`config.mk`:
```
export PLATFORM = sky130hd
export DESIGN_NAME = sym_vn_lut_multiport
export DESIGN_NICKNAME = d
export VERILOG_FILES = /design/src/rtl/sym_vn_lut_multiport.sv
export SDC_FILE = /design/constraint.sdc
export NUM_CORES = 1
export LEC_CHECK = 0
export CORE_ASPECT_RATIO = 0.9
export CORE_UTILIZATION = 45
export CTS_CLUSTER_SIZE = 20
export DETAILED_ROUTE_END_ITERATION = 10
export PLACE_DENSITY = 0.71
export SYNTH_ARGS = -nofsm -noshare
export SYNTH_HDL_FRONTEND = slang
export SYNTH_SLANG_ARGS = --single-unit
```
`constraint.sdc`:
```
create_clock -name sys_clk -period 2.5 [get_ports sys_clk]
set_input_delay 0.25 -clock sys_clk [delete_from_list [all_inputs] [get_ports sys_clk]]
set_output_delay 0.25 -clock sys_clk [all_outputs]
set_load 0.01 [all_outputs]
```
`src/rtl/sym_vn_lut_multiport.sv`:
```
// Multi-port symmetric VN IB-LUT: per-port sign fold, shared flop table, load bitmap.
// Latency 2 cycles, one request per port per cycle, no backpressure.
module sym_vn_lut_multiport #(
  parameter int  QUAN_SIZE = 3,
  parameter int  PORT_NUM  = 4,
  parameter int  FOLD_MODE = 0,
  parameter int  WR_BYPASS = 0,
  localparam int ADDR_W    = 2*QUAN_SIZE-1
) (
  input  logic                          sys_clk,
  input  logic                          rstn,
  input  logic [PORT_NUM-1:0]           in_valid,
  input  logic [PORT_NUM-1:0]           transpose_en_in,
  input  logic [PORT_NUM*QUAN_SIZE-1:0] y0_in,
  input  logic [PORT_NUM*QUAN_SIZE-1:0] y1_in,
  output logic [PORT_NUM*QUAN_SIZE-1:0] t_c_out,
  output logic [PORT_NUM-1:0]           transpose_en_out,
  output logic [PORT_NUM-1:0]           out_valid,
  input  logic [QUAN_SIZE-1:0]          lut_in,
  input  logic [ADDR_W-1:0]             page_write_addr,
  input  logic                          we,
  input  logic                          load_clr,
  output logic                          lut_ready
);

  localparam int Q     = QUAN_SIZE;
  localparam int DEPTH = 1 << ADDR_W;

  logic [Q-2:0]        y0m_d   [PORT_NUM];
  logic [Q-2:0]        y0m_q   [PORT_NUM];
  logic [Q-1:0]        y1m_d   [PORT_NUM];
  logic [Q-1:0]        y1m_q   [PORT_NUM];
  logic [PORT_NUM-1:0] s0_d, s0_q, v0_q;
  logic [ADDR_W-1:0]   rd_addr [PORT_NUM];
  logic [Q-1:0]        tc_d    [PORT_NUM];
  logic [Q-1:0]        tc_q    [PORT_NUM];
  logic [PORT_NUM-1:0] s1_q, v1_q;
  logic [Q-1:0]        table_q [DEPTH];
  logic [DEPTH-1:0]    bitmap_d, bitmap_q;
  logic                lut_ready_q;

  // Fold the message pair so that only the non-negative y0 half of the table is addressed.
  always_comb begin
    s0_d  = '0;
    y0m_d = '{default: '0};
    y1m_d = '{default: '0};
    for (int p = 0; p < PORT_NUM; p++) begin
      s0_d[p]  = y0_in[p*Q+Q-1] ^ transpose_en_in[p];
      y0m_d[p] = y0_in[p*Q +: Q-1];
      if (FOLD_MODE == 1) begin
        y0m_d[p] = y0m_d[p] ^ {(Q-1){y0_in[p*Q+Q-1]}};
      end
      if (FOLD_MODE == 2) begin
        y1m_d[p] = {y1_in[p*Q+Q-1] ^ s0_d[p], y1_in[p*Q +: Q-1]};
      end else begin
        y1m_d[p] = y1_in[p*Q +: Q] ^ {Q{s0_d[p]}};
      end
    end
  end

  always_comb begin
    rd_addr = '{default: '0};
    tc_d    = '{default: '0};
    for (int p = 0; p < PORT_NUM; p++) begin
      rd_addr[p] = {y0m_q[p], y1m_q[p]};
      tc_d[p]    = table_q[rd_addr[p]];
      if (WR_BYPASS != 0 && we && page_write_addr == rd_addr[p]) begin
        tc_d[p] = lut_in;
      end
    end
  end

  // Clear dominates a coincident write so the bitmap never claims a cleared page is loaded.
  always_comb begin
    bitmap_d = bitmap_q;
    if (load_clr) begin
      bitmap_d = '0;
    end else if (we) begin
      bitmap_d[page_write_addr] = 1'b1;
    end
  end

  always_ff @(posedge sys_clk or negedge rstn) begin
    if (!rstn) begin
      for (int p = 0; p < PORT_NUM; p++) begin
        y0m_q[p] <= '0;
        y1m_q[p] <= '0;
        tc_q[p]  <= '0;
      end
      for (int a = 0; a < DEPTH; a++) begin
        table_q[a] <= '0;
      end
      s0_q        <= '0;
      v0_q        <= '0;
      s1_q        <= '0;
      v1_q        <= '0;
      bitmap_q    <= '0;
      lut_ready_q <= 1'b0;
    end else begin
      for (int p = 0; p < PORT_NUM; p++) begin
        y0m_q[p] <= y0m_d[p];
        y1m_q[p] <= y1m_d[p];
        tc_q[p]  <= tc_d[p];
      end
      if (we) begin
        table_q[page_write_addr] <= lut_in;
      end
      s0_q        <= s0_d;
      v0_q        <= in_valid;
      s1_q        <= s0_q;
      v1_q        <= v0_q;
      bitmap_q    <= bitmap_d;
      lut_ready_q <= &bitmap_d;
    end
  end

  always_comb begin
    t_c_out = '0;
    for (int p = 0; p < PORT_NUM; p++) begin
      t_c_out[p*Q +: Q] = tc_q[p];
    end
  end

  assign transpose_en_out = s1_q;
  assign out_valid        = v1_q;
  assign lut_ready        = lut_ready_q;

endmodule

```
# --- Word level (Yosys, flattened, before mapping) ---
# Index checks and enable logic that the tools add are counted.
classes:
  n_bitwise: 14
  n_reduce_logical: 3
  magnitude_cmp: 8
  mux: 19
ops:
  columns: ["op", "count"]
  rows:
  - ["bitwise mux 96 bit", 1]
  - ["two-way mux 32 bit", 2]
  - ["binary-select mux 3 bit (select 5 bit)", 4]
  - ["OR 32 bit", 1]
  - ["AND reduction 32 bit", 1]
  - ["greater-or-equal comparator 6 bit, second input constant", 5]
  - ["NOT 5 -> 6 bit", 5]
  - ["two-way mux 3 bit", 9]
  - ["demux 3 bit (select 5 bit)", 1]
  - ["XOR 3 bit", 4]
  - ["< comparator 5 x 6 -> 1 bit, second input constant", 1]
  - ["< comparator 6 x 1 -> 1 bit, second input constant", 1]
  - ["demux 1 bit (select 5 bit)", 1]
  - ["greater-or-equal comparator 5 x 1 -> 1 bit, second input constant", 1]
  - ["XOR 1 bit", 4]
  - ["logical AND 1 bit", 2]
  - ["two-way mux 1 bit", 1]
totals:
  reg_bits: 177
  inputBits: 44
  wordCells: 94

# --- Logic depth before layout (Yosys ltp) ---
# Gate-level depths: netlist of run 1.
logic_depth:
  ltp_word: 8
  ltp_mapped: 7
  depth_no_buf: 5

# --- Least setup slack after synthesis of run 1 ---
# No wires, ideal clock.
synth_timing:
  path_kind: "register to register"
  from: "register y1m_q (netlist bit rd_addr[16])"
  to: "register tc_q (netlist bit t_c_out[0])"
  path_stages_with_launch: 6
  period_less_slack_ps: 2035
  t_required_ps: 2375
  arrival_ps: 1910
  setup_time_ps: 125
  setup_slack_ps: 465
  path_cell_list: "dfrtp_1 > clkbuf_1 > clkbuf_1 > mux4_2 > mux4_2 > mux2_2"
synth_lines:
  columns: ["item", "line", "source"]
  rows:
  - ["start, declared", "32", "logic [Q-1:0] y1m_q [PORT_NUM];"]
  - ["start signal, assigned by index", "102", "y1m_q[p] <= y1m_d[p];"]
  - ["end signal, assigned by index", "103", "tc_q[p] <= tc_d[p];"]
  - ["end, declared", "36", "logic [Q-1:0] tc_q [PORT_NUM];"]

==> summary by stage, run 1 <==
Global route
The number of global-route vias before repair is about 6200. The total routing resource utilization after global routing is 23.7%. The largest net degree at the start of global routing is between 60 and 70. The first global-routing pass estimated ~37 mm of wire. The number of antenna violations at the first check in global routing is 0. The total overflow left after global routing is 0.

Cells and area
The layout overhead on the synthesized area is 17.3%. The number of fill cells in the layout is about 1600. The final-stage net count is 712.

Registers take 0.00443 mm2. The number of antenna diodes is 0. The share of cells above drive strength 1 is 43.3%.

The most frequent standard cell in the layout excluding fill and tap cells is dfrtp_1. In the final layout, the multi-input gates occupy 0.00470 mm2. The library cells used most frequently in the layout, excluding fill and tap cells, are dfrtp_1 (177), mux4_2 (120), mux2_2 (108), clkdlybuf4s50_1 (63), nor2_1 (47).

Clock network
The number of buffers created by CTS is 17. CTS built an H-tree with a depth of 4. The later pin in the worst-skew pair is clocked with a latency of between 0.4 and 0.5 ns. The tree is rooted in a clkbuf_16.

The TritonCTS clock tree is built. The number of setup buffers added after CTS is 0. After clock tree synthesis, the clock-pin slew on the worst setup and hold paths is around 0.070 ns. The largest buffer count on any clock path is 2. For this design, the sink count on the clock tree is about 180.

Timing
The transition at the pin with the smallest max-transition slack is just under 0.6 ns. The max-slew violation count is 0. Counting I/O delays and the setup requirement, the final critical path takes between 2 and 2.5 ns. The number of setup violations in the final report is 0.

Setup repair after global routing left no endpoint under its margin. Of the available clock period, the critical path in the final layout requires just under 90%. The setup TNS after final layout is 0 ns. The number of hold violations in the final report is 0. The clock skew is 0.0129 ns. The worst slew margin relative to its limit is around 60%. Derived from the worst setup path, the maximum achievable clock frequency is about 460 MHz.

Synthesis
Summing the sequential cell areas from Yosys gives ~47% of the chip area. The fraction of the mapped netlist area in compound gates is 1.59%. Summing the areas of all fa, ha and maj instances in the mapped netlist gives 0% of the synthesized area. Summing the areas of all and, or, nand and nor instances in the mapped netlist gives 5.23% of the synthesized area. After synthesis, the largest family of logic cells by area is multiplexers. Summing every instance area after synthesis gives between 0.009 and 0.01 mm2.

The synthesized instance count is between 600 and 700. The count of different cell masters after synthesis is 25. The number of warnings reported in the yosys synthesis log is 0. The share of cell area taken by muxes after synthesis is 41.6%. Counting every net in the synthesized netlist gives roughly 650. The mean post-synth cell area is around 16 um2. The post-synthesis xor/xnor area fraction is between 1 and 1.5%.

Counting flops and latches in the post-synthesis netlist gives 177.

Floorplan
The die covers between 0.02 and 0.025 mm2. The height of the chip is around 140 um. The core outline area is roughly 0.020 mm2.

The I/O pin count is 65. The initial standard-cell utilization of the core is a little under half. The initialized floorplan defines around 50 standard-cell rows.

The x dimension of the die is 155 um.

Job
The tool flagged a number of max-cap violations equal to 0.

Drt
In this run the remaining antenna-violating nets after routing total 0. In the routed design, unresolved DRC markers number 0. Detailed routing inserted a total of between 6000 and 7000 vias. After detailed routing, the number of vias per cell comes to between 6 and 7. The first detailed-routing pass took 5 iterations. The wire length per cell after detailed routing is between 20 and 30 um. The wire length reported by the detailed router is between 20 and 25 mm. The DRC marker count from the first detailed-route iteration is 623.

Run status
The run finished with clean final reports.

Worst setup path
The largest fanout on the critical path is 24. The register-to-register setup slack is between 0.3 and 0.4 ns. The worst setup path is of the flip-flop to flip-flop kind. The endpoint required time on the critical path is roughly 2.8 ns.

Data on the critical path arrives at its endpoint at 2.50 ns. The critical path startpoint category is a flip-flop. The kind of end point of the critical path is a flip-flop.

Place
The count of buffers from port buffering is 64. The routability congestion estimate from global placement is 0.915. The HPWL after detailed placement is 16.3 mm.

Power
Cell internal power was estimated by the tool at 6450 uW. The power density over the cells is slightly above 800 mW/mm2. The combinational fraction of design power is between 20% and 30%. Net switching is between 20% and 30% of the power. The leakage component of the power is approximately 0.0045 uW. The worst-case IR drop observed on VDD is 456 uV. The net switching power is about 2600 uW. Total power for the finished layout comes to ~9000 uW. The share of total power in sequential cells is approximately two fifths.

Per report_power, the clock group accounts for 29.8% of the total.

Worst hold path
The tightest min-delay check is of the input pin to flip-flop type.
state kept, by name (all words and copies together), names as in the netlist:
name and count:
bitmap_q 32, lut_ready 1, out_valid 4, rd_addr 20, s0_q 4, t_c_out 12, table_q 96, transpose_en_out 4
v0_q 4
area by class of cell:
cell class                      instances  share of cell area (%)
Timing Repair Buffer                   98                    8.93
Sequential cell                       177                    40.1
Tap cell                              255                    2.89
Multi-Input combinational cell        370                    42.6
Inverter                                4                   0.136
Clock buffer                           21                    4.26
Clock inverter                         11                    1.14
per-stage QoR:
stage | util [%] | setup slack (ns) | cells | hold WS (ns) | cell area (um2)
after global routing | 54.6 | 0.277 | 936 | 0.242 | 11000
after detailed placement | 51.6 | 0.0954 | 903 | 0.275 | 10400
after floorplan | - | 0.465 | 604 | -0.0456 | 9420
after global placement | 51.6 | 0.165 | 903 | 0.273 | 10400
final | 54.6 | 0.319 | 936 | 0.249 | 11000
after CTS | 54.6 | 0.309 | 936 | 0.235 | 11000
synth_stat cells:
cell type | number | area [um2]
nor3_1 | 3 | 15.0
nor4b_4 | 1 | 23.8
mux4_2 | 120 | 2700
dfrtp_1 | 177 | 4430
and4b_1 | 3 | 30.0
nand2b_1 | 2 | 12.5
inv_1 | 4 | 15.0
nor2_1 | 47 | 176
and4_1 | 1 | 8.76
nor4bb_1 | 2 | 20.0
nor2b_1 | 2 | 12.5
nor4_1 | 7 | 43.8
buf_2 | 13 | 65.1
and2_1 | 4 | 25.0
nand4_1 | 3 | 18.8
nand4b_1 | 3 | 26.3
or4_1 | 1 | 7.51
buf_6 | 8 | 90.1
buf_1 | 6 | 22.5
a21oi_1 | 30 | 150
nand2_1 | 16 | 60.1
and4bb_2 | 1 | 12.5
clkbuf_1 | 26 | 97.6
xnor2_1 | 16 | 140
mux2_2 | 108 | 1220
metal layers:
| metal | global-route usage (%) | part of all wire [%] | up-vias |
|---|---|---|---|
| met2 | 35.5 | 47 | 342 |
| met4 | 8.03 | 1.8 | 0 |
| li1 | - | - | 2467 |
| met3 | 7.47 | 10 | 40 |
| met1 | 33.1 | 41 | 3152 |
| met5 | 0 | 0 | - |
worst paths after layout:
| check | startpoint | to | depth (start not counted) |
|---|---|---|---|
| max in group asynchronous | rstn | s0_q[0] | 3 |
| min | in_valid[3] | v0_q[3] | 1 |
| max | rd_addr[5] | t_c_out[8] | 4 |
| max reg2reg | rd_addr[5] | t_c_out[8] | 4 |
| min reg2reg | v0_q[0] | out_valid[0] | 0 |
| min in group asynchronous | rstn | rd_addr[19] | 2 |
critical path: stages, from the launching register on:
cell and delay (ns):
dfrtp_1 0.38, buf_12 0.25, mux4_2 0.57, mux4_2 0.55, mux2_2 0.29
cells by family (layout without fill, tap and decap cells):
family,count (synthesis),count (layout)
XOR/XNOR,16,16
multiplexers,228,228
flip-flops,177,177
AO/OA/AOI/OAI,30,30
AND/OR/NAND/NOR,96,96
buffers and inverters,57,134
power by group through the flow:
stage / Sequential [uW] / Clock, uW / Combinational (uW)
5_1_grt: 3830 / 2860 / 2700
3_5_place_dp: 3800 / 0 / 2540
6_report: 3770 / 2690 / 2570
3_3_place_gp: 3750 / 0 / 2520
2_1_floorplan: 3680 / 0 / 1750
4_1_cts: 3750 / 2740 / 2570
what timing repair did:
item | CTS | global route
setup endpoints to repair | 0 | 0
endpoints found under the hold margin | 58 | 0
hold buffers | 1 | 0
gates resized for setup | 0 | 0
(Power assumes the default switching activity.)
==> inputs of run 2 (changes only) <==
- CORE_MARGIN: default -> 4
==> summary by stage, run 2 (synthesized netlist as in run 1, its figures left out) <==
Floorplan
The floorplan step defined a core boundary enclosing slightly above 0.02 mm2. The floorplan step set the die height to between 100 and 150 um. The die area is ~0.023 mm2.

The floorplan has slightly below 50 rows. between 60 and 70 I/O pins were placed. Once the floorplan was initialized, standard cells occupied a little under half of the core. The x dimension of the die is approximately 160 um.

Timing
The achievable frequency is ~460 MHz. The number of hold violations in the final report is 0. The max-slew violation count came to 0. The number of setup violations in the final report is 0. The worst pin sits at a relative slew slack of ~58%. The clock period could shrink to about 2.2 ns. Setup repair after global routing left no endpoint under its margin. The final worst setup slack is 0.322 ns. The clock skew is between 0.007 and 0.008 ns.

Of the available clock period, the critical path in the final layout requires between 80% and 90%. The setup TNS after final layout is 0 ns. For the pin with the worst max-slew slack, the measured transition is 0.632 ns.

Power
Across the VDD grid, the largest voltage drop is 439 uV. Power spread over the standard cell area amounts to about 810 mW/mm2. The leakage component of the power is around 0.0045 uW.

Worst setup path
Grouping stages by cell kind, the critical path spends the most delay in multiplexers. The slowest stage of the critical path is the mux4_2 cell. In this design, the critical path's most frequently occurring cell is mux4_2. Along the worst path, the maximum fanout reaches 24. The kind of end point of the critical path is a flip-flop. The critical path is of the flip-flop to flip-flop type.

The endpoint required time on the critical path is around 2.8 ns. The startpoint of the lowest-slack register-to-register path is rd_addr[0]. The critical path goes through buf_12 > mux4_2 > mux4_2 > mux2_2.

The arrival time of the worst setup path is 2.49 ns. For this run, the slowest stage of the critical path takes just under 0.6 ns. Counting both buffers and inverters, the worst setup path holds a total of 1. STA classifies the critical path startpoint as a flip-flop. The worst setup path startpoint is rd_addr[0].

Clock network
The clock-pin transition on the worst setup and hold timing paths is roughly 0.070 ns. The later pin in the worst-skew pair is clocked with a latency of between 0.4 and 0.5 ns. The H-tree was split into 4 levels. The largest buffer count on any clock path is 2.

The number of setup buffers added after CTS is 0. The total number of clock tree sinks is 177. The number of buffers created by CTS is 17.

The root buffer cell is clkbuf_16. The TritonCTS clock tree is built.

Drt
The via density per instance is between 6 and 7. For this block, the routed nets add up to 24.1 mm of wire. The DRC marker count from the first detailed-route iteration is around 560. The first detailed-routing pass took 5 iterations. The routed layout has 5948 vias. The remaining number of nets flagged by the antenna check after routing is 0. After detailed routing, the average wire length per cell comes to between 20 and 30 um. In the routed design, unresolved DRC markers number 0.

Worst hold path
The type of the worst min-delay path is input pin to flip-flop. The start point of the worst min-delay path is in_valid[3].

Global route
The number of antenna violations at the first check in global routing is 0. The total routing resource utilization after global routing is 21.5%. Entering global routing, the biggest net connects 66 pins. The global-route congestion overflow total is 0. The number of global-route vias before repair is 6199. The first global-routing pass estimated between 30 and 40 mm of wire.

Place
The routability congestion estimate from global placement is slightly above 0.9. Summed over all nets, the half-perimeter wirelength after detailed placement is ~16 mm. In this run, placement finished with an instance count of approximately 900. The setup slack after placement is 0.133 ns.

During placement, the flow inserted port buffers numbering 64.

Job
The reported max-cap violation count is 0.

Cells and area
The number of antenna diodes is 0. The share of cells above drive strength 1 is about 43%. The area growth from synthesis to layout is 17.6%.

The top cell types in the final layout, fill and taps aside, are dfrtp_1 (177), mux4_2 (120), mux2_2 (108), clkdlybuf4s50_1 (63), nor2_1 (47). The flip-flop count of the largest register after layout is 96. At the end of the flow, the number of nets in the layout was around 710.

The finished layout holds 960 standard cells, fillers aside. Ranked by flip-flop count, first place goes to table_q. The most frequent standard cell in the layout excluding fill and tap cells is dfrtp_1.

Run status
The run finished with clean final reports.
run 2: cell count changes in the layout (fill, tap and decap cells not counted), sizes merged:
cell and delta:
inv -1, buf -1, clkinv +3, clkbuf -2
run 2: area by class of cell:
type,count,area [um2]
Fill cell,1601,9220
Clock buffer,19,453
Tap cell,280,350
Timing Repair Buffer,97,992
Clock inverter,13,135
Multi-Input combinational cell,370,4700
Inverter,4,15.0
Sequential cell,177,4430
run 2: final timing paths:
| check | end | slack [ns] | cells after the start |
|---|---|---|---|
| min in group asynchronous | v0_q[2] | 0.39 | 2 |
| max | t_c_out[10] | 0.32 | 4 |
| max in group asynchronous | bitmap_q[4] | 1.23 | 3 |
| max reg2reg | t_c_out[10] | 0.32 | 4 |
| min reg2reg | out_valid[3] | 0.35 | 0 |
| min | v0_q[3] | 0.25 | 1 |
run 2: power breakdown:
group | leakage (uW) | internal (uW) | switching (uW) | total [uW]
registers | 0.00226 | 3310 | 461 | 3770
clock network | 0.000283 | 1520 | 1140 | 2670
logic | 0.00198 | 1590 | 974 | 2570
run 2: layer usage:
metal	global-route usage, %	up-vias	wire length [um]
li1	-	2463	-
met1	31.7	3107	10100
met2	32.3	345	11200
met3	5.22	33	2340
met4	5.94	0	410
met5	0	-	0
run 2: stage by stage:
stage                     total power (uW)  cell area [um2]  hold WS (ns)  util [%]
after floorplan                       5430             9420       -0.0456         -
after global placement                6270            10500         0.285      51.6
after detailed placement              6350            10500         0.289      51.6
after CTS                             9030            11100         0.233      54.6
after global routing                  9390            11100         0.230      54.6
final                                 9000            11100         0.247      54.6
run 2: timing repair:
action	4_1_cts	5_1_grt
resized for setup	0	0
endpoints found under the hold margin	62	0
hold buffers	1	0
==> inputs of run 3 (changes only) <==
- CTS_BUF_LIST: default -> sky130_fd_sc_hd__clkbuf_4
- SLEW_MARGIN: default -> 20
==> summary by stage, run 3 (synthesized netlist as in run 1, its figures left out) <==
Global route
The first global-routing pass estimated about 38 mm of wire. For this run, global-route usage on met2 was measured as approximately a third. The busiest layer in global routing is met2.

The met3 usage in global routing is 5.47%. The total overflow left after global routing is 0. The number of global-route vias before repair is 6172.

The number of antenna violations at the first check in global routing is 0. The total routing resource utilization after global routing is 21.1%. The largest net degree at the start of global routing is 66. In the global route stage, met1 resource usage came out at a little under a third.

Cells and area
The area taken by flip-flops and latches is 0.00443 mm2. The share of cells above drive strength 1 is around 43%. The flip-flop count of the largest register after layout is 96. The layout overhead on the synthesized area is 14.2%. 0 antenna diodes ended up in the layout. Counting flops per register, the top entry is table_q.

In the layout the commonest cells are dfrtp_1 (177), mux4_2 (120), mux2_2 (108), clkdlybuf4s50_1 (63), nor2_1 (47). The library cell used most frequently in the layout, excluding fill and tap cells, is dfrtp_1. The final-stage net count is 711.

In the final layout, the multi-input gates occupy approximately 0.0047 mm2. Counting the fill cells in the layout gives around 1600.

Clock network
The number of cells upsized or downsized after cts is 0. CTS placed an instance of clkbuf_4 at the clock tree root. The number of buffers created by CTS is 17. Post-CTS timing repair inserted 0 buffers for setup. The quantity of hold-fixing buffers added after cts is 1. In this run the deepest clock path goes through 2 buffers. The clock insertion delay at the later pin of the skew report is 0.59 ns.

The clock-pin transition on the worst setup and hold timing paths is 0.15 ns. The H-tree was split into 4 levels. The total number of clock tree sinks is about 180. The TritonCTS clock tree is built.

Drt
In the routed design, unresolved DRC markers number 0. For this block, the routed nets add up to 23.7 mm of wire. The detail route stage leaves a number of antenna-violating nets equal to 0. The DRC marker count from the first detailed-route iteration is between 500 and 600. Dividing the detail-routed wire length by the instance count gives between 20 and 25 um. The detailed router placed between 5000 and 6000 vias in this run. The total iterations of the first detailed-routing run is 5.

The via density per instance is around 6.2.

Place
The count of buffers from port buffering is 64. The HPWL after detailed placement is between 15 and 20 mm. The setup slack after placement is roughly 0.13 ns. The routability congestion estimate from global placement is just over 0.9.

Timing
The final period utilization is between 80 and 90%. Setup violations remaining at the end of the flow were counted as 0. For the final database, setup skew stands at 0.0292 ns. For this run, the top clock speed supported by timing is around 460 MHz. The final worst setup slack is around 0.31 ns. Setup repair after global routing left no endpoint under its margin. The setup TNS after final layout is 0 ns. For the pin with the worst max-slew slack, the measured transition is roughly 0.63 ns. Measured against its own limit, the worst slew margin works out to 57.8%. The max-slew violation count is 0.

The number of hold violations in the final report is 0. The worst path in the final design needs a cycle of 2.19 ns, including I/O delays and setup.

Worst hold path
The path with the worst hold slack has its endpoint at rd_addr[13]. Along the worst hold path, the cell count comes to 1. The type of the worst min-delay path is input pin to flip-flop. The start point of the worst min-delay path is y0_in[3].

Worst setup path
The arrival time of the worst setup path is approximately 2.7 ns. The startpoint of the lowest-slack register-to-register path is rd_addr[0]. The worst flop-to-flop path endpoint is t_c_out[10]. The depth of the most critical reg-to-reg path is 4. The kind of end point of the critical path is a flip-flop.

The endpoint required time on the critical path is 2.96 ns. The critical path is of the flip-flop to flip-flop type. The setup check on the worst reg-to-reg path leaves a slack of approximately 0.31 ns.

The worst setup path is launched from a flip-flop. Of all nets on the critical path, the largest fanout is 24.

Power
The leakage component of the power is around 0.0044 uW. The maximum ir drop on the vdd rail is 349 uV. For this design the ratio of total power to cell area is 735 mW/mm2.

Floorplan
In this run the core area contains slightly below 50 standard-cell rows. For this configuration, the core starts out at a cell density of 46.4%. The I/O pin count is between 60 and 70. In this run the horizontal extent of the chip is about 160 um.

The region available for standard cell placement spans approximately 0.020 mm2. The floorplan step defined a die boundary enclosing ~0.023 mm2. The height of the chip is 145 um.

Run status
The run finished with clean final reports.

Job
Max-cap violations in this run came to 0.
==> run 3: power breakdown <==
group	total, uW	internal [uW]	switching, uW
Clock	1590	585	1010
Sequential	3760	3300	455
Combinational	2560	1590	968
==> run 3: cell type report <==
class | instances | area share [%]
repair buffers | 97 | 9.22
multi-input cells | 370 | 43.7
well taps | 280 | 3.26
clock inverters | 15 | 1.33
clock buffers | 17 | 1.19
flip-flops and latches | 177 | 41.2
inverters | 4 | 0.140
==> run 3: per-stage QoR <==
| step | cells | total power (uW) | utilization, % | hold WS (ns) | cell area (um2) |
|---|---|---|---|---|---|
| floorplan | 604 | 5430 | - | -0.0456 | 9420 |
| global placement | 927 | 6270 | 51.6 | 0.285 | 10500 |
| detailed placement | 927 | 6350 | 51.6 | 0.289 | 10500 |
| CTS | 960 | 7940 | 53.0 | 0.0399 | 10800 |
| global route | 960 | 8300 | 53.0 | 0.0358 | 10800 |
| finish | 960 | 7910 | 53.0 | 0.0958 | 10800 |
==> run 3: how the worst max path moves through the flow <==
stage | from | to | slack [ns] | cells after the start
after floorplan | rd_addr[16] | t_c_out[0] | 0.47 | 5
after global placement | page_write_addr[0] | lut_ready | 0.19 | 7
after detailed placement | page_write_addr[0] | lut_ready | 0.13 | 6
after CTS | rd_addr[0] | t_c_out[10] | 0.30 | 4
after global routing | rd_addr[0] | t_c_out[10] | 0.24 | 4
final | rd_addr[0] | t_c_out[10] | 0.31 | 4
==> run 3: worst max-delay path, cell delays in order, from the launching register on <==
cell	delay, ns
dfrtp_1	0.41
buf_12	0.24
mux4_2	0.58
mux4_2	0.51
mux2_2	0.30
==> run 3: metal layers <==
metal / vias up / wire length (um)
met5: - / 0
met4: 0 / 474
met3: 34 / 2400
met2: 324 / 10900
met1: 3149 / 9930
li1: 2463 / -
==> RTL change 1, RTL diff (settings of run 1) <==
Change the parameter `PORT_NUM` from 4 to 8.
--- a/src/rtl/sym_vn_lut_multiport.sv
+++ b/src/rtl/sym_vn_lut_multiport.sv
@@ -3,5 +3,5 @@
 module sym_vn_lut_multiport #(
   parameter int  QUAN_SIZE = 3,
-  parameter int  PORT_NUM  = 4,
+  parameter int  PORT_NUM  = 8,
   parameter int  FOLD_MODE = 0,
   parameter int  WR_BYPASS = 0,
Interface: changed (7 resized); port bits go from 65 to 117. The function was not compared with the original's and may differ.
==> RTL change 1 against run 1 <==
  * Fmax is 0.88% higher
  * Clock skew rose by 0.0041 ns
  * Cell area is 49% higher
  * Count of clock-buffer cells in the layout grew 13
  * Routed wire length is 65% higher
  * Sequential cell count rose by 48
  * Area after synthesis increased by 48%
  * Worst setup slack better by 0.019 ns
  * Critical path depth stayed put
  * Clock power increased by 36%
  * Total power up 50%
  * Via count increased by 54%
  * First-iteration DRC count grew 84%
  * Critical endpoint unchanged
==> RTL change 1: results (changes against run 1) <==
* Average wire per standard cell at 28.4 um (was 25.4 um)
* First-pass GRT wire length at 60600 um (was 37500 um)
* Sequential fraction of the synthesis area at 40.4% (was 47.0%)
* Worst Reg-to-Reg Cells at 4 (unchanged)
* Total of warnings raised by yosys at 0 (unchanged)
* Fillcell total at 2436 (was 1583)
* Most frequent cells after synthesis: mux4_2, dfrtp_1, mux2_2 (was dfrtp_1, mux4_2, mux2_2)
* Reg-to-Reg End: t_c_out[8] (unchanged)
* Max reg flops at 96 (unchanged)
* Worst r2r src: rd_addr[25] (was rd_addr[5])
* Peak VDD IR at 0.619 mV (was 0.456 mV)
* Fraction of layout cells with a size suffix above 1 at 45.7% (was 43.3%)
* GPL Wtd Cong at 0.938 (was 0.915)
* Distinct cells, synth at 36 (was 25)
* Post-synth ARST share at 100% (unchanged)
* Final std cells w/o fill at 1380 (was 936)
* Reg-to-reg slack, setup at 0.34 ns (was 0.32 ns)
* Top post-synthesis cells by area: dfrtp_1, mux4_2, mux2_2 (unchanged)
* Reg with most FFs: table_q (unchanged)
* Synth Flop Type: dfrtp_1 (unchanged)
* Placed insts at 1334 (was 903)
* PostCTS Resize Cnt at 0 (unchanged)
* Vias per cell at 6.68 (was 6.41)
* Vias in the first global route at 9321 (was 6248)
* Crit path max fanout at 24 (unchanged)
* Synth Instances at 853 (was 604)
* CTS root buf: clkbuf_16 (unchanged)
* TritonRoute pass-1 iters at 5 (unchanged)
* PortBufs at 116 (was 64)
* Setup Skew at 0.0170 ns (was 0.0129 ns)
* Hold depth at 1 (unchanged)
* Status: complete, no violations (unchanged)
* Largest net degree at the start of global routing at 71 (was 63)
* Cts hold-fix bufs at 1 (unchanged)
* Post-synth net total at 929 (was 648)
* Total number of H-tree levels at 1 (was 4)
* Max stage delay on crit path at 0.54 ns (was 0.57 ns)
* Detail Placement HPWL at 26900 um (was 16300 um)
* Clock latency on the worst-skew pair at 0.55 ns (was 0.44 ns)
* CTS clk-pin slew, worst paths at approximately 0.060 ns
* Hold Crit Class: in -> reg (unchanged)
* Hold path start: in_valid[6] (was in_valid[3])
* Setup Buffers After CTS at 0 (unchanged)
* Min-Delay Endpoint: v0_q[6] (was v0_q[3])
* Num CTS Buffers at 25 (was 17)
* Final nets at 1035 (was 712)
* Total global-route track usage at 25.8% (was 23.7%)
* P_leak at 6.46 nW (was 4.53 nW)
* Critical path arrival at 2.57 ns (was 2.50 ns)
* Max Root-Sink Buffers at 3 (was 2)
* Drt initial violations at 1147 (was 623)
* Initial antenna violation count at 1 (was 0)
* Slowest cell on crit path: mux4_2 (unchanged)
* Switch Pwr at 4.17 mW (was 2.58 mW)
* Slew margin rel. at 59.0% (was 60.3%)
RTL change 1: cell count changes after synthesis, moves of 8 or more:
cell	change
clkbuf_1	+19
mux4_2	+120
a21oi_1	-13
dfrtp_1	+48
buf_6	+8
mux2_2	+13
xnor2_1	+16
inv_1	+8
RTL change 1: worst max path at each step:
stage	to	depth (start not counted)	from
finish	t_c_out[8]	4	rd_addr[25]
floorplan	t_c_out[0]	5	rd_addr[36]
global placement	lut_ready	5	page_write_addr[3]
detailed placement	lut_ready	5	page_write_addr[3]
CTS	t_c_out[17]	4	rd_addr[10]
global route	t_c_out[8]	4	rd_addr[25]
RTL change 1: power groups by stage:
stage,Combinational (mW),Sequential (mW),Clock (mW)
2_1_floorplan,3.28,4.86,0
3_3_place_gp,4.47,5.28,0
3_5_place_dp,4.51,5.32,0
4_1_cts,4.53,5.25,3.76
5_1_grt,4.76,5.40,3.91
6_report,4.52,5.33,3.66
RTL change 1: logic make-up (layout without fill, tap and decap cells):
group | Yosys count | count (layout) | share of synthesized area [%]
and+or+nand+nor | 102 | 102 | 3.72
buffers and inverters | 94 | 216 | 3.51
other | 0 | 2 | 0
AOI/OAI and AO/OA | 39 | 39 | 1.78
muxes | 361 | 361 | 48.6
xor gates and xnor gates | 32 | 32 | 2.01
DFF | 225 | 225 | 40.4
RTL change 1: critical path, delay by kind of cell, from the launching register on:
kind                   cells  cell delay (ns)
DFF                        1             0.38
buffers and inverters      1             0.24
muxes                      3             1.40
RTL change 1: layout make-up:
type	count	area, um^2	share of cell area [%]
clock buffer	34	699	4.24
tap	403	504	3.06
multi-input combinational	534	7810	47.4
clock inverter	9	120	0.729
sequential	225	5630	34.2
timing repair buffer	161	1670	10.1
antenna	2	5.00	0.0304
inverter	12	45.0	0.273
RTL change 1: routing by layer:
metal  vias to the layer above  global-route usage, %  part of all wire (%)
met2                       603                   37.5                    45
met4                         0                   8.02                   3.4
met1                      4857                   36.6                    40
met5                         -                      0                     0
li1                       3675                      -                     -
met3                        77                   8.81                    12
RTL change 1: stage by stage:
stage | power [mW] | util (%) | cell area [um^2] | hold slack [ns] | setup WS [ns]
global placement | 9.75 | 51.9 | 15700 | 0.250 | 0.172
CTS | 13.5 | 54.6 | 16500 | 0.115 | 0.342
global route | 14.1 | 54.6 | 16500 | 0.130 | 0.295
finish | 13.5 | 54.6 | 16500 | 0.136 | 0.338
detailed placement | 9.83 | 51.9 | 15700 | 0.255 | 0.136
floorplan | 8.14 | - | 13900 | -0.0456 | 0.465
==> RTL change 2, RTL diff (settings of run 1) <==
Without the edit above. Take the reset off `v0_q` and load it in a clocked block of its own.
--- a/src/rtl/sym_vn_lut_multiport.sv
+++ b/src/rtl/sym_vn_lut_multiport.sv
@@ -92,5 +92,4 @@
       end
       s0_q        <= '0;
-      v0_q        <= '0;
       s1_q        <= '0;
       v1_q        <= '0;
@@ -107,5 +106,4 @@
       end
       s0_q        <= s0_d;
-      v0_q        <= in_valid;
       s1_q        <= s0_q;
       v1_q        <= v0_q;
@@ -113,4 +111,8 @@
       lut_ready_q <= &bitmap_d;
     end
+  end
+
+  always_ff @(posedge sys_clk) begin
+    v0_q <= in_valid;
   end
 
Check against the original RTL: not equivalent (Yosys sat finds a counterexample within 4 cycles, from zero or initial values and one cycle with rstn low).
==> RTL change 2 against run 1 <==
  * Cell area is 0.37% lower
  * Routed wire length hardly changed
  * Highest routed layer unchanged
  * First-iteration DRC count is 9.5% lower
  * Critical path depth stayed put
  * Global-route usage is 0.13 points lower
  * Clock power is 2% lower
  * Sequential share of layout area hardly changed
  * Critical endpoint is now t_c_out[6]
  * Worst setup slack better by 0.027 ns
  * Total power is 0.82% lower
  * Area after synthesis is 0.21% lower
  * Sequential cell count stayed put
==> RTL change 2: results (changes against run 1) <==
* Reg-to-reg slack, setup at 0.35 ns (was 0.32 ns)
* Sequential fraction of the synthesis area at 46.9% (was 47.0%)
* DRT Wirelength at 23800 um (was 23700 um)
* Final nets at 710 (was 712)
* Non-Clock Buffer Count at 96 (was 98)
* Synth Area in XOR/XNOR at 1.49% (about the same)
* Status: complete, no violations (unchanged)
* Placed insts at 901 (was 903)
* Fin area at 0.0110 mm^2 (about the same)
* Compound-Gate Fraction of Synth Area at 1.60% (was 1.59%)
* NonClk Buf Share at 8.83% (was 8.93%)
* Worst setup path endpoint: t_c_out[6] (was t_c_out[8])
* P_leak at 4.51 nW (was 4.53 nW)
* Setup Skew at 0.0132 ns (was 0.0129 ns)
* Average wire per standard cell at 25.4 um (about the same)
* Peak VDD IR at 0.434 mV (was 0.456 mV)
* Top post-synthesis cells by area: dfrtp_1, mux4_2, mux2_2 (unchanged)
* Fillcell total at 1578 (was 1583)
* Vias at 6004 (was 6001)
* DP Area at 0.0104 mm^2 (about the same)
* Post-synth ARST share at 97.7% (was 100%)
* First-pass GRT wire length at 37200 um (was 37500 um)
* Final worst path period need at 2.15 ns (was 2.18 ns)
* Largest net degree at the start of global routing at 58 (was 63)
* Setup Slack @ Placement at 0.103 ns (was 0.0954 ns)
* Mux cell area share after synthesis at 41.7% (was 41.6%)
* Drt initial violations at 564 (was 623)
* Detail Placement HPWL at 16400 um (was 16300 um)
* Seq area share at 40.1% (about the same)
* Slew margin rel. at 61.3% (was 60.3%)
* Hold_ws at 0.246 ns (was 0.249 ns)
==> RTL change 2: changes by cell type in the layout (fill, tap and decap cells not counted) <==
| cell | change |
|---|---|
| buf_4 | -2 |
| inv_8 | +5 |
| clkbuf_8 | -3 |
| inv_6 | -1 |
| clkinv_2 | -2 |
| clkbuf_1 | -1 |
| clkinv_8 | +3 |
| dfrtp_1 | -4 |
| dfxtp_1 | +4 |
| clkinvlp_4 | -3 |
| clkinv_4 | +4 |
| bufinv_16 | -2 |
==> RTL change 2: routing by layer <==
layer  up-vias  GRT usage [%]  share of wire, %
met2       330           35.6                47
met1      3167           34.8                43
met5         -              0                 0
met3        41           4.66               8.1
li1       2466              -                 -
met4         0           7.24               2.2
==> RTL change 2: where the power goes <==
group | internal (mW) | switching, mW
sequential | 3.31 | 0.468
clock | 1.34 | 1.29
combinational | 1.59 | 0.964
total | 6.24 | 2.72
==> RTL change 2: repair_timing <==
action                                 CTS  global route
hold buffers                             1             0
gates resized for setup                  0             0
endpoints found under the hold margin   53             0
